**config.mk**
```make
export PLATFORM = sky130hd
export DESIGN_NAME = instr_fetch
export DESIGN_NICKNAME = d
export VERILOG_FILES = /design/src/rtl/instr_fetch.sv
export SDC_FILE = /design/constraint.sdc
export NUM_CORES = 1
export LEC_CHECK = 0
export BUFFER_PORTS_ARGS = -buffer_cell sky130_fd_sc_hd__buf_2
export CAP_MARGIN = 25
export CORE_AREA = 2 2 146 119
export DETAILED_ROUTE_END_ITERATION = 8
export DIE_AREA = 0 0 148 121
export PLACE_DENSITY_LB_ADDON = 0.12
export SYNTH_ARGS = -nofsm -noshare
export SYNTH_HDL_FRONTEND = slang
export SYNTH_SLANG_ARGS = --single-unit
```
**constraint.sdc**
```tcl
create_clock -name clk -period 2.42 [get_ports clk]
set_input_delay 0.242 -clock clk [delete_from_list [all_inputs] [get_ports clk]]
set_output_delay 0.242 -clock clk [all_outputs]
set_load 0.02 [all_outputs]
```
**src/rtl/instr_fetch.sv**
```systemverilog
// Instruction-fetch stage: owns the PC, reads instruction memory, hands words to decode under valid/ready.
// Optional misaligned-redirect fault detection is enabled with `define INSTR_FETCH_ALIGN_CHECK_EN.
module instr_fetch #(
    parameter logic [31:0] RESET_VECTOR = 32'hBFC00000,
    parameter logic [31:0] HALT_ADDR    = 32'h00000000
) (
    input  logic        clk,
    input  logic        reset,
    input  logic        redirect,
    input  logic [31:0] redirect_target,
    output logic [31:0] instr_address,
    output logic        instr_read,
    input  logic        instr_waitrequest,
    input  logic [31:0] instr_readdata,
    output logic [31:0] instr,
    output logic [31:0] instr_pc,
    output logic        instr_valid,
    input  logic        instr_ready,
    output logic        active,
    output logic        fault
);

    typedef enum logic [1:0] {
        FETCH  = 2'd0,
        HOLD   = 2'd1,
        HALTED = 2'd2
    } state_t;

    state_t      state_q, state_d;
    logic [31:0] pc_q, pc_d;
    logic [31:0] instr_q, instr_d;
    logic [31:0] instr_pc_q, instr_pc_d;
    logic [31:0] pending_target_q, pending_target_d;
    logic        pending_q, pending_d;
    logic        fault_q, fault_d;

    logic [31:0] pc_inc;
    logic [31:0] pc_next;
    logic [31:0] target_cap;
    logic        misaligned;

    assign pc_inc = pc_q + 32'd4;

`ifdef INSTR_FETCH_ALIGN_CHECK_EN
    assign target_cap = redirect_target;
    assign misaligned = (redirect_target[1:0] != 2'b00);
`else
    assign target_cap = redirect_target & ~32'h3;
    assign misaligned = 1'b0;
`endif

    always_comb begin
        state_d          = state_q;
        pc_d             = pc_q;
        instr_d          = instr_q;
        instr_pc_d       = instr_pc_q;
        pending_d        = pending_q;
        pending_target_d = pending_target_q;
        fault_d          = fault_q;
        pc_next          = pc_inc;

        case (state_q)
            FETCH: begin
                if (!instr_waitrequest) begin
                    instr_d    = instr_readdata;
                    instr_pc_d = pc_q;
                    state_d    = HOLD;
                end
            end
            HOLD: begin
                if (instr_ready) begin
                    // A pending target wins; a redirect in the delay slot is dropped.
                    if (pending_q) begin
                        pc_next   = pending_target_q;
                        pending_d = 1'b0;
                    end else if (redirect) begin
                        pc_next          = pc_inc;
                        pending_d        = 1'b1;
                        pending_target_d = target_cap;
                    end else begin
                        pc_next = pc_inc;
                    end

                    if (!pending_q && redirect && misaligned) begin
                        fault_d   = 1'b1;
                        pending_d = 1'b0;
                        state_d   = HALTED;
                    end else begin
                        pc_d    = pc_next;
                        state_d = (pc_next == HALT_ADDR) ? HALTED : FETCH;
                    end
                end
            end
            default: begin
                state_d = HALTED;
            end
        endcase
    end

    always_ff @(posedge clk) begin
        if (reset) begin
            state_q          <= FETCH;
            pc_q             <= RESET_VECTOR;
            instr_q          <= 32'd0;
            instr_pc_q       <= 32'd0;
            pending_q        <= 1'b0;
            pending_target_q <= 32'd0;
            fault_q          <= 1'b0;
        end else begin
            state_q          <= state_d;
            pc_q             <= pc_d;
            instr_q          <= instr_d;
            instr_pc_q       <= instr_pc_d;
            pending_q        <= pending_d;
            pending_target_q <= pending_target_d;
            fault_q          <= fault_d;
        end
    end

    // Control outputs are masked during reset so a stalled read or an offered word is withdrawn at once.
    assign instr_address = pc_q;
    assign instr_read    = (state_q == FETCH) && !reset;
    assign instr_valid   = (state_q == HOLD) && !reset;
    assign active        = (state_q != HALTED) && !reset;
    assign fault         = fault_q && !reset;
    assign instr         = instr_q;
    assign instr_pc      = instr_pc_q;

endmodule

```
# Yosys cells after proc, flatten, opt, wreduce, memory -nomap -nowiden
# Index checks and enable logic that the tools add are counted.
# Widths: inputs -> output; s select.
[totals]
ff_bits = 129
latchBits = 0
mem_bits_rw = 0
rom_bits = 0
in_bits = 69
wordCells = 32
mem_count = 0
[op_classes]
n_addsub = 1
mul = 0
div = 0
n_lt_le_gt_ge = 0
n_eq_ne = 4
shifts = 0
muxes = 9
n_bitwise = 2
n_reduce_logical = 10
[op_table]
columns = ["operator", "n"]
rows = [
  ["$mux 32", 3],
  ["$add 32x3->32 const B", 1],
  ["$logic_not 32->1", 1],
  ["$mux 2", 3],
  ["$ne 2x2->1 const B", 3],
  ["$reduce_and 2->1", 3],
  ["$pmux 2 s2", 1],
  ["$reduce_and 4->1", 1],
  ["$logic_and 1x1->1", 3],
  ["$eq 2x1->1 const B", 1],
  ["$logic_not 2->1", 1],
  ["$mux 1", 2],
  ["$not 1->1", 2],
  ["$logic_not 1->1", 1],
]

# Logic depth before layout (Yosys ltp)
# Gate-level depths: netlist of the first run.
[depth]
ltp_word = 8
ltp_mapped = 9
mapped_depth_nobuf = 8

# Worst setup path before layout of the first run
# OpenSTA, ideal clock, no wires.
[synth_timing]
kind = "register to register"
from = "register pc_q[9], in the netlist instr_address[9]"
to = "register state_q[1]"
setup_ns = 0.084
t_arrival_ns = 2.517
t_required_ns = 2.336
path_slack_ns = -0.181
stages_incl_launch_ff = 9
synth_period_minus_slack_ns = 2.601
cell_sequence = "dfxtp_1 -> buf_2 -> nand4_4 -> nor4_1 -> and3_1 -> xor2_1 -> o22a_1 -> or4b_1 -> o31ai_2"
[synth_via]
elab_chain_cells = 8
[synth_lines]
columns = ["item", "line_no", "text"]
rows = [
  ["start, declared", "30", "logic [31:0] pc_q, pc_d;"],
  ["start signal, assigned", "111", "pc_q <= pc_d;"],
  ["$add 32x3->32", "42", "assign pc_inc = pc_q + 32'd4;"],
  ["$mux 32", "73", "if (pending_q) begin"],
  ["$mux 32", "71", "if (instr_ready) begin"],
  ["$mux 32", "62", "case (state_q)"],
  ["$logic_not 32->1", "90", "state_d = (pc_next == HALT_ADDR) ? HALTED : FETCH;"],
  ["$mux 2", "90", ""],
  ["$mux 2", "71", ""],
  ["$pmux 2 s2", "62", ""],
  ["end signal, assigned", "110", "state_q <= state_d;"],
  ["end, declared", "29", "state_t state_q, state_d;"],
]
# Every way passes these cells. The select of a mux whose other input is x is not followed.
# A chain may end at the register's enable or synchronous reset.

# Worst setup path after layout of the first run
[layout_timing]
from = "register pc_q[3], in the netlist instr_address[3]"
to = "register state_q[1]"
# Same word-level chain as after synthesis.

==> impl_metrics.yaml, run 1 <==
power:
  pwr-share-clk_pct: 48.8
  p_seq_share_pct: 41.5
  leakage_nw: 3.35
  switchingPower_mw: 1.32
  powerDensity_nw_per_um2: 695
  peakVddDrop_v: 0.000439
  finalPower_mw: 5.40
  p_int_mw: 4.08
  switching_share_pct: 24.4
  power_frac_comb_pct: 9.7
finish:
  fillers: 1707
  nNetsFinal: 1003
  antenna_cells: 0
  drive_above_1_share_pct: 31.2
  fin_cells: 1166
  area_growth_pct: 37.4
critical_path:
  cpMaxStageDelayCell: "or4_4"
  cp.arrival_ns: 2.76
  cp_top_family: "simple AND/OR/NAND/NOR gates"
  crit_required_ns: 2.75
  cp_num_buf_inv: 0
  critPathMaxFanout: 4
  crit_start: "instr_address[3]$_SDFFE_PP0P_"
  crit_type: "reg -> reg"
  path_cells: "ha_2 > nand3_1 > o41ai_2 > o311ai_2 > nor3_2 > nand4_1 > or4_4 > o31ai_2"
  start_kind: "register"
  cp-end-kind: "register"
  timing.rr.start: "instr_address[3]$_SDFFE_PP0P_"
  cpPeakStageDelay_ns: 0.55
place:
  hpwl_mm: 12.5
  portBuffers: 165
  gp_congestion: 0.825
  place_inst: 1128
  dp_slack_ns: -0.0353
grt:
  grt-ovfl-total: 0
  grt_pass1_wl_mm: 27.9
  grt_max_degree: 121
  antenna_found_initial: 0
  globalRouteTotalUtil_pct: 19.8
  grt_pass1_vias: 5157
logic_synthesis:
  yosysWarnings: 0
  syn_avg_cell_area_um2: 7.58
  syn_area_um2: 5660
  syn_inst: 746
  synth-main-ff-cell: "dfxtp_1"
  syn-num-nets: 816
  seq_area_frac_synth_pct: 45.7
  ys_seq_elements: 129
  synth_cell_types: 50
  ys_async_sr_fraction_pct: 0
  synth_edf_count: 0
cts:
  clock_latency_ns: 0.42
  cts_tree: "yes"
  htree_num_levels: 4
  clk_pin_slew_worst_paths_ns: 0.05
  numClockSinks: 129
  clock_path_buffers: 2
  numCtsBuffers: 17
  root_buffer: "clkbuf_16"
flow_run:
  cap_violations: 0
timing:
  period_share_pct: 101
  hold_violations: 0
  worstMarginPinSlew_ns: 0.796
  fin_ws_ns: -0.0140
  slew_viol_final: 0
  rsz0062_at_grt: "yes"
  slew_headroom_pct: 46.9
  whs_ns: 0.0326
  finalSetupViolCount: 1
  fmax_mhz: 411
  min_period_ns: 2.43
  skew_ns: 0.00743
route:
  ant_nets: 0
  num_vias: 5620
  routed_wl_mm: 17.7
  post_drt_wl_per_cell_um: 15.2
  vias_per_cell: 4.82
  drc: 0
  drtIter0Drc: 345
  drt_first_pass_iters: 5
floorplanning:
  die_w_um: 148
  placementRows: 42
  coreArea_um2: 16400
  die_area_um2: 17900
  initial_core_util_pct: 34.5
  ios: 169
  die_y_um: 121
status:
  violations: "negative setup slack"
  status: "complete, but fails checks"
min_path:
  hold_class: "in -> reg"
  hp-start: "instr_waitrequest"
cells in the mapped netlist, drive strengths merged (2+ instances only):
| master | number | area [um2] |
|---|---|---|
| o41ai | 2 | 17.5 |
| inv | 4 | 15.0 |
| o211ai | 7 | 52.6 |
| a31oi | 2 | 12.5 |
| o31ai | 6 | 55.1 |
| o21a | 3 | 22.5 |
| nor3 | 11 | 76.3 |
| or4 | 3 | 22.5 |
| dfxtp | 129 | 2580 |
| and2 | 4 | 25.0 |
| or2 | 3 | 18.8 |
| nand3 | 17 | 90.1 |
| mux2i | 9 | 90.1 |
| nand2 | 229 | 860 |
| a22oi | 4 | 30.0 |
| and4 | 6 | 52.6 |
| nor2 | 33 | 124 |
| a21oi | 122 | 611 |
| xor2 | 14 | 123 |
| nand4 | 13 | 103 |
| nand2b | 7 | 43.8 |
| and3 | 6 | 37.5 |
| clkbuf | 50 | 188 |
| buf | 12 | 60.1 |
| or4b | 2 | 20.0 |
| nor4 | 6 | 37.5 |
| or3 | 2 | 12.5 |
| o21ai | 19 | 95.1 |
| xnor2 | 10 | 87.6 |
worst register-to-register path, stage by stage, from the launching register on:
cell	delay [ns]
dfxtp_2	0.33
ha_2	0.17
nand3_1	0.23
o41ai_2	0.46
o311ai_2	0.19
nor3_2	0.13
nand4_1	0.11
or4_4	0.55
o31ai_2	0.20
routing by layer:
layer	wire, um	share of wire (%)	up-vias	GRT usage (%)
met1	9490	54	2560	30.5
met2	7090	40	152	27.1
met4	131	0.74	0	5.00
li1	-	-	2898	-
met3	1020	5.7	10	5.04
met5	0	0	-	0
power groups by stage:
stage          combinational (mW)  sequential (mW)  clock (mW)
3_3_place_gp                0.524             2.29           0
6_report                    0.524             2.24        2.63
2_1_floorplan               0.236             2.36           0
5_1_grt                     0.577             2.25        2.78
4_1_cts                     0.528             2.24        2.68
3_5_place_dp                0.525             2.29           0
kinds of logic (layout without fill, tap and decap cells):
group                      count (synthesis)  count (layout)  share of synthesized area (%)
other                                      1               1                         0.0663
muxes                                      9               9                           1.59
xor gates and xnor gates                  24              24                           3.72
buffers and inverters                     66             266                           4.64
adders and majority gates                  1               1                          0.221
AOI/OAI and AO/OA                        173             173                           17.1
DFF                                      129             129                           45.7
and+or+nand+nor                          343             343                           27.0
path summary, 6_finish.rpt:
check / to / slack, ns / cells after the start
max reg2reg: state_q[1]$_SDFFE_PP0P_ / -0.01 / 8
max: state_q[1]$_SDFFE_PP0P_ / -0.01 / 8
min: state_q[0]$_SDFFE_PP0P_ / 0.03 / 2
min reg2reg: instr[7]$_SDFFE_PP0P_ / 0.45 / 2
cell type report:
type | count | area [um2] | share of cell area, %
inverters | 4 | 15.0 | 0.193
flip-flops and latches | 129 | 2590 | 33.3
repair buffers | 230 | 1340 | 17.3
multi-input cells | 551 | 2940 | 37.8
clock inverters | 9 | 130 | 1.67
clock buffers | 23 | 478 | 6.15
well taps | 220 | 275 | 3.54
timing repair:
item / CTS / global route
setup endpoints to repair: 1 / 1
buffers inserted: 3 / 3
resized for setup: 4 / 9
pin swaps: 4 / 4
cloned: 0 / 0
hold buffers: 0 / 0
stage by stage:
stage	utilization [%]	TNS [ns]	cell area, um2
6_report	47.4	-0.0140	7770
5_1_grt	47.4	-0.147	7770
4_1_cts	47.0	0	7700
3_5_place_dp	43.0	-0.0353	7050
3_3_place_gp	43.0	-0.00359	7050
2_1_floorplan	-	0	5730
layout by cell type, fill, tap and decap left out, types with 9 or more instances in the layout:
cell type / netlist / routed
mux2i_1: 9 / 9
clkbuf_16: 0 / 17
xor2_1: 14 / 14
a21oi_1: 122 / 122
nand3_1: 16 / 16
dfxtp_1: 129 / 122
nor2_1: 33 / 33
xnor2_1: 10 / 10
buf_4: 1 / 64
o21ai_0: 19 / 18
nand4_1: 11 / 11
buf_2: 9 / 164
nand2_1: 229 / 229
registers in the layout, summed over array words and instances (netlist names):
register	flops
instr	32
instr_address	32
instr_pc	32
pending_q	1
pending_target_q	30
state_q	2
(Power assumes the default switching activity.)
==> run 2: changes to the inputs <==
- GPL_TIMING_DRIVEN: not set -> 0
==> impl_metrics.yaml, run 2 (synthesis results as in run 1) <==
status:
  status: "complete, but fails checks"
  violations: "negative setup slack"
finish:
  mostFrequentLayoutCell: "nand2_1"
  area_growth_pct: 36.2
  layout_common_cells: "nand2_1, buf_2, a21oi_1"
  nNetsFinal: 1017
  fin_cells: 1180
  fin_area_um2: 7700
  fin_util_pct: 47.0
  drive_above_1_share_pct: 28.0
  antenna_cells: 0
timing:
  hold_violations: 0
  whs_ns: 0.0342
  fin_ws_ns: -0.0894
  min_period_ns: 2.51
  rsz0062_at_grt: "yes"
  worstMarginPinSlew_ns: 0.850
  period_share_pct: 104
  slew_viol_final: 0
  finalSetupViolCount: 1
  skew_ns: 0.0115
  slew_headroom_pct: 43.0
  setup_tns_ns: -0.0894
  fmax_mhz: 399
place:
  hpwl_mm: 14.2
  gp_congestion: 0.892
  portBuffers: 165
  place_inst: 1131
  dpl-instance-area_um2: 6830
cts:
  clock_path_buffers: 2
  cts_hold_buf: 0
  numCtsBuffers: 17
  htree_num_levels: 4
  clock_latency_ns: 0.42
  numClockSinks: 129
  clk_pin_slew_worst_paths_ns: 0.06
  cts_tree: "yes"
  root_buffer: "clkbuf_16"
floorplanning:
  die_w_um: 148
  initial_core_util_pct: 34.5
  die_area_um2: 17900
  ios: 169
  die_y_um: 121
  coreArea_um2: 16400
  placementRows: 42
route:
  drtIter0Drc: 463
  post_drt_wl_per_cell_um: 16.2
  drc: 0
  vias_per_cell: 4.90
  routed_wl_mm: 19.1
  met3WireLength_mm: 1.43
  wl_met1_mm: 9.61
  ant_nets: 0
  num_vias: 5781
  wl_met2_mm: 7.91
  drt_first_pass_iters: 5
  dr.max_layer_used: "met4"
grt:
  grt_max_degree: 17
  grt-ovfl-total: 0
  grt_pass1_vias: 5295
  antenna_found_initial: 0
  globalRouteTotalUtil_pct: 21.5
  grt_pass1_wl_mm: 29.7
critical_path:
  start_kind: "register"
  cp_top_family: "simple AND/OR/NAND/NOR gates"
  cpMaxStageDelayCell: "or4_4"
  cp-end-kind: "register"
  crit_required_ns: 2.76
  critPathMaxFanout: 4
  path_cells: "buf_6 > nand4_4 > buf_6 > nor4_4 > xor2_1 > o41ai_2 > nand4_1 > or4_4 > o31ai_2"
  crit_top_cell: "buf_6"
  cpPeakStageDelay_ns: 0.51
  cp.arrival_ns: 2.85
  crit_type: "reg -> reg"
  cp_num_buf_inv: 2
flow_run:
  cap_violations: 0
power:
  leakage_nw: 3.25
  powerDensity_nw_per_um2: 705
  peakVddDrop_v: 0.000448
min_path:
  hold_class: "in -> reg"
## run 2: power breakdown
part           leakage [nW]  switching, mW  internal [mW]
Clock                 0.299          0.928           1.72
Combinational          1.90          0.345          0.174
Sequential             1.06         0.0580           2.20
Total                  3.25           1.33           4.10
## run 2: final cells by class
class	count	area [um2]
buffer	62	297
clock buffer	23	488
clock inverter	9	129
fill	1747	8690
inverter	4	15.0
multi-input combinational	552	2940
sequential	129	2610
tap	220	275
timing repair buffer	181	950
## run 2: timing repair
action	4_1_cts	5_1_grt
endpoints found under the setup margin	22	45
cloned	0	1
gates resized for setup	18	29
setup buffers	6	10
pin swaps	3	14
## run 2: worst paths after layout
check	end	cells after the start	slack [ns]	from
max	state_q[1]$_SDFFE_PP0P_	9	-0.09	instr_address[4]$_SDFFE_PP0P_
min	state_q[0]$_SDFFE_PP0P_	2	0.03	instr_waitrequest
max reg2reg	state_q[1]$_SDFFE_PP0P_	9	-0.09	instr_address[4]$_SDFFE_PP0P_
min reg2reg	instr_pc[19]$_SDFFE_PP0P_	2	0.45	instr_pc[19]$_SDFFE_PP0P_
## run 2: routing by layer
layer | global-route usage, % | vias up
met1 | 32.5 | 2638
met2 | 29.6 | 200
met5 | 0 | -
met3 | 5.68 | 8
li1 | - | 2935
met4 | 6.31 | 0
## run 2: worst register-to-register path, stage by stage (launching register included)
cell and delay [ns]:
dfxtp_2 0.34, buf_6 0.12, nand4_4 0.12, buf_6 0.15
nor4_4 0.38, xor2_1 0.14, o41ai_2 0.35, nand4_1 0.16
or4_4 0.51, o31ai_2 0.17
## run 2: stage by stage
step,total power [mW],worst slack [ns]
detailed placement,2.82,-0.617
CTS,5.48,-0.127
finish,5.43,-0.0894
floorplan,2.59,0.0138
global placement,2.82,-0.628
global route,5.64,-0.186
==> run 3: changes to the inputs <==
- SLEW_MARGIN: not set -> 5
- clock period: 2.42 -> 2.5 ns (I/O delays scaled with it)
==> impl_metrics.yaml, run 3 (synthesis results as in run 1) <==
grt:
  grt_max_degree: 17
  grt-ovfl-total: 0
  grt_pass1_vias: 5389
  globalRouteTotalUtil_pct: 21.7
  antenna_found_initial: 0
  grt_pass1_wl_mm: 29.9
place:
  hpwl_mm: 14.0
  gp_congestion: 0.882
  portBuffers: 165
  dp_slack_ns: -0.657
finish:
  area_growth_pct: 33.7
  nNetsFinal: 1012
  antenna_cells: 0
  fillers: 1741
  drive_above_1_share_pct: 26.3
  fin_util_pct: 46.1
  mostFrequentLayoutCell: "nand2_1"
  layout_common_cells: "nand2_1, buf_2, dfxtp_1"
critical_path:
  cp.arrival_ns: 2.88
  start_kind: "register"
  crit_type: "reg -> reg"
  critPathMaxFanout: 8
  crit_required_ns: 2.85
  cp-end-kind: "register"
route:
  drt_first_pass_iters: 5
  post_drt_wl_per_cell_um: 16.5
  drc: 0
  num_vias: 5862
  ant_nets: 0
  drtIter0Drc: 454
  vias_per_cell: 5.00
  routed_wl_mm: 19.3
timing:
  fin_ws_ns: -0.0331
  finalSetupViolCount: 1
  worstMarginPinSlew_ns: 0.942
  skew_ns: 0.0104
  min_period_ns: 2.53
  hold_violations: 0
  slew_viol_final: 0
  slew_headroom_pct: 36.9
  setup_tns_ns: -0.0331
  rsz0062_at_grt: "yes"
  period_share_pct: 101
  whs_ns: 0.0539
  fmax_mhz: 395
cts:
  htree_num_levels: 4
  numClockSinks: 129
  root_buffer: "clkbuf_16"
  clock_path_buffers: 2
  clock_latency_ns: 0.42
  clk_pin_slew_worst_paths_ns: 0.06
  numCtsBuffers: 17
  cts_tree: "yes"
floorplanning:
  placementRows: 42
  die_y_um: 121
  die_w_um: 148
  initial_core_util_pct: 34.5
  coreArea_um2: 16400
  ios: 169
  die_area_um2: 17900
status:
  status: "complete, but fails checks"
  violations: "negative setup slack"
power:
  leakage_nw: 3.19
  switching_share_pct: 25.1
  powerDensity_nw_per_um2: 671
  peakVddDrop_v: 0.000445
  power_frac_comb_pct: 9.9
  switchingPower_mw: 1.28
  p_int_mw: 3.80
  pwr-share-clk_pct: 46.9
  p_seq_share_pct: 43.1
min_path:
  hold_class: "in -> reg"
flow_run:
  cap_violations: 0
[run 3: cell types whose count changed in the layout (fill, tap and decap cells not counted), moves of 2 or more]
cell | previous run | this run
clkbuf_8 | 4 | 6
dfxtp_2 | 13 | 3
clkbuf_2 | 4 | 6
and4_1 | 5 | 3
dfxtp_1 | 114 | 124
buf_4 | 20 | 13
clkbuf_4 | 2 | 5
buf_6 | 5 | 1
bufinv_16 | 3 | 1
[run 3: power by group through the flow]
stage               clock, mW  combinational, mW  sequential [mW]
floorplan                   0              0.228             2.28
global placement            0              0.499             2.23
detailed placement          0              0.499             2.23
CTS                      2.44              0.505             2.19
global route             2.52              0.557             2.20
finish                   2.38              0.505             2.19
[run 3: cell type report]
class,count,area [um2],share of cell area (%)
multi-input cells,552,2930,38.7
flip-flops and latches,129,2590,34.3
repair buffers,176,908,12.0
plain buffers,62,278,3.67
well taps,220,275,3.64
clock buffers,24,512,6.77
clock inverters,5,52.6,0.695
inverters,4,15.0,0.199
[run 3: timing repair]
action                     CTS  global route
setup buffers                9             2
resized for setup           24            12
setup endpoints to repair   37             4
pin swaps                    8             5
hold buffers                 0             0
cloned                       1             0
[run 3: final timing paths]
| path | cells past startpoint | end | slack (ns) | from |
|---|---|---|---|---|
| hold / removal | 2 | state_q[0]$_SDFFE_PP0P_ | 0.05 | instr_waitrequest |
| setup / recovery | 8 | state_q[1]$_SDFFE_PP0P_ | -0.03 | instr_address[7]$_SDFFE_PP0P_ |
| hold reg to reg | 2 | instr[18]$_SDFFE_PP0P_ | 0.45 | instr[18]$_SDFFE_PP0P_ |
| setup reg to reg | 8 | state_q[1]$_SDFFE_PP0P_ | -0.03 | instr_address[7]$_SDFFE_PP0P_ |
[run 3: through the flow]
stage / instance area, um2 / std cells / power, mW
after floorplan: 5670 / 746 / 2.51
after global placement: 6770 / 1131 / 2.73
after detailed placement: 6780 / 1131 / 2.73
after CTS: 7520 / 1170 / 5.13
after global routing: 7560 / 1172 / 5.27
final: 7560 / 1172 / 5.08
[run 3: worst max-delay path, cell delays in order (launching register included)]
cell      delay [ns]
dfxtp_1         0.32
clkbuf_4        0.21
nand4_4         0.20
nor3_4          0.38
a31oi_1         0.15
o31ai_2         0.32
nand4_1         0.15
or4_1           0.55
o31ai_2         0.18
[run 3: routing by layer]
metal  part of all wire [%]  routed length, um  track usage, %  up-vias
li1                       -                  -               -     2931
met1                     50               9660            32.7     2696
met2                     41               7990            30.5      216
met3                    7.6               1470            4.81       19
met4                    1.1                213            6.61        0
met5                      0                  0               0        -
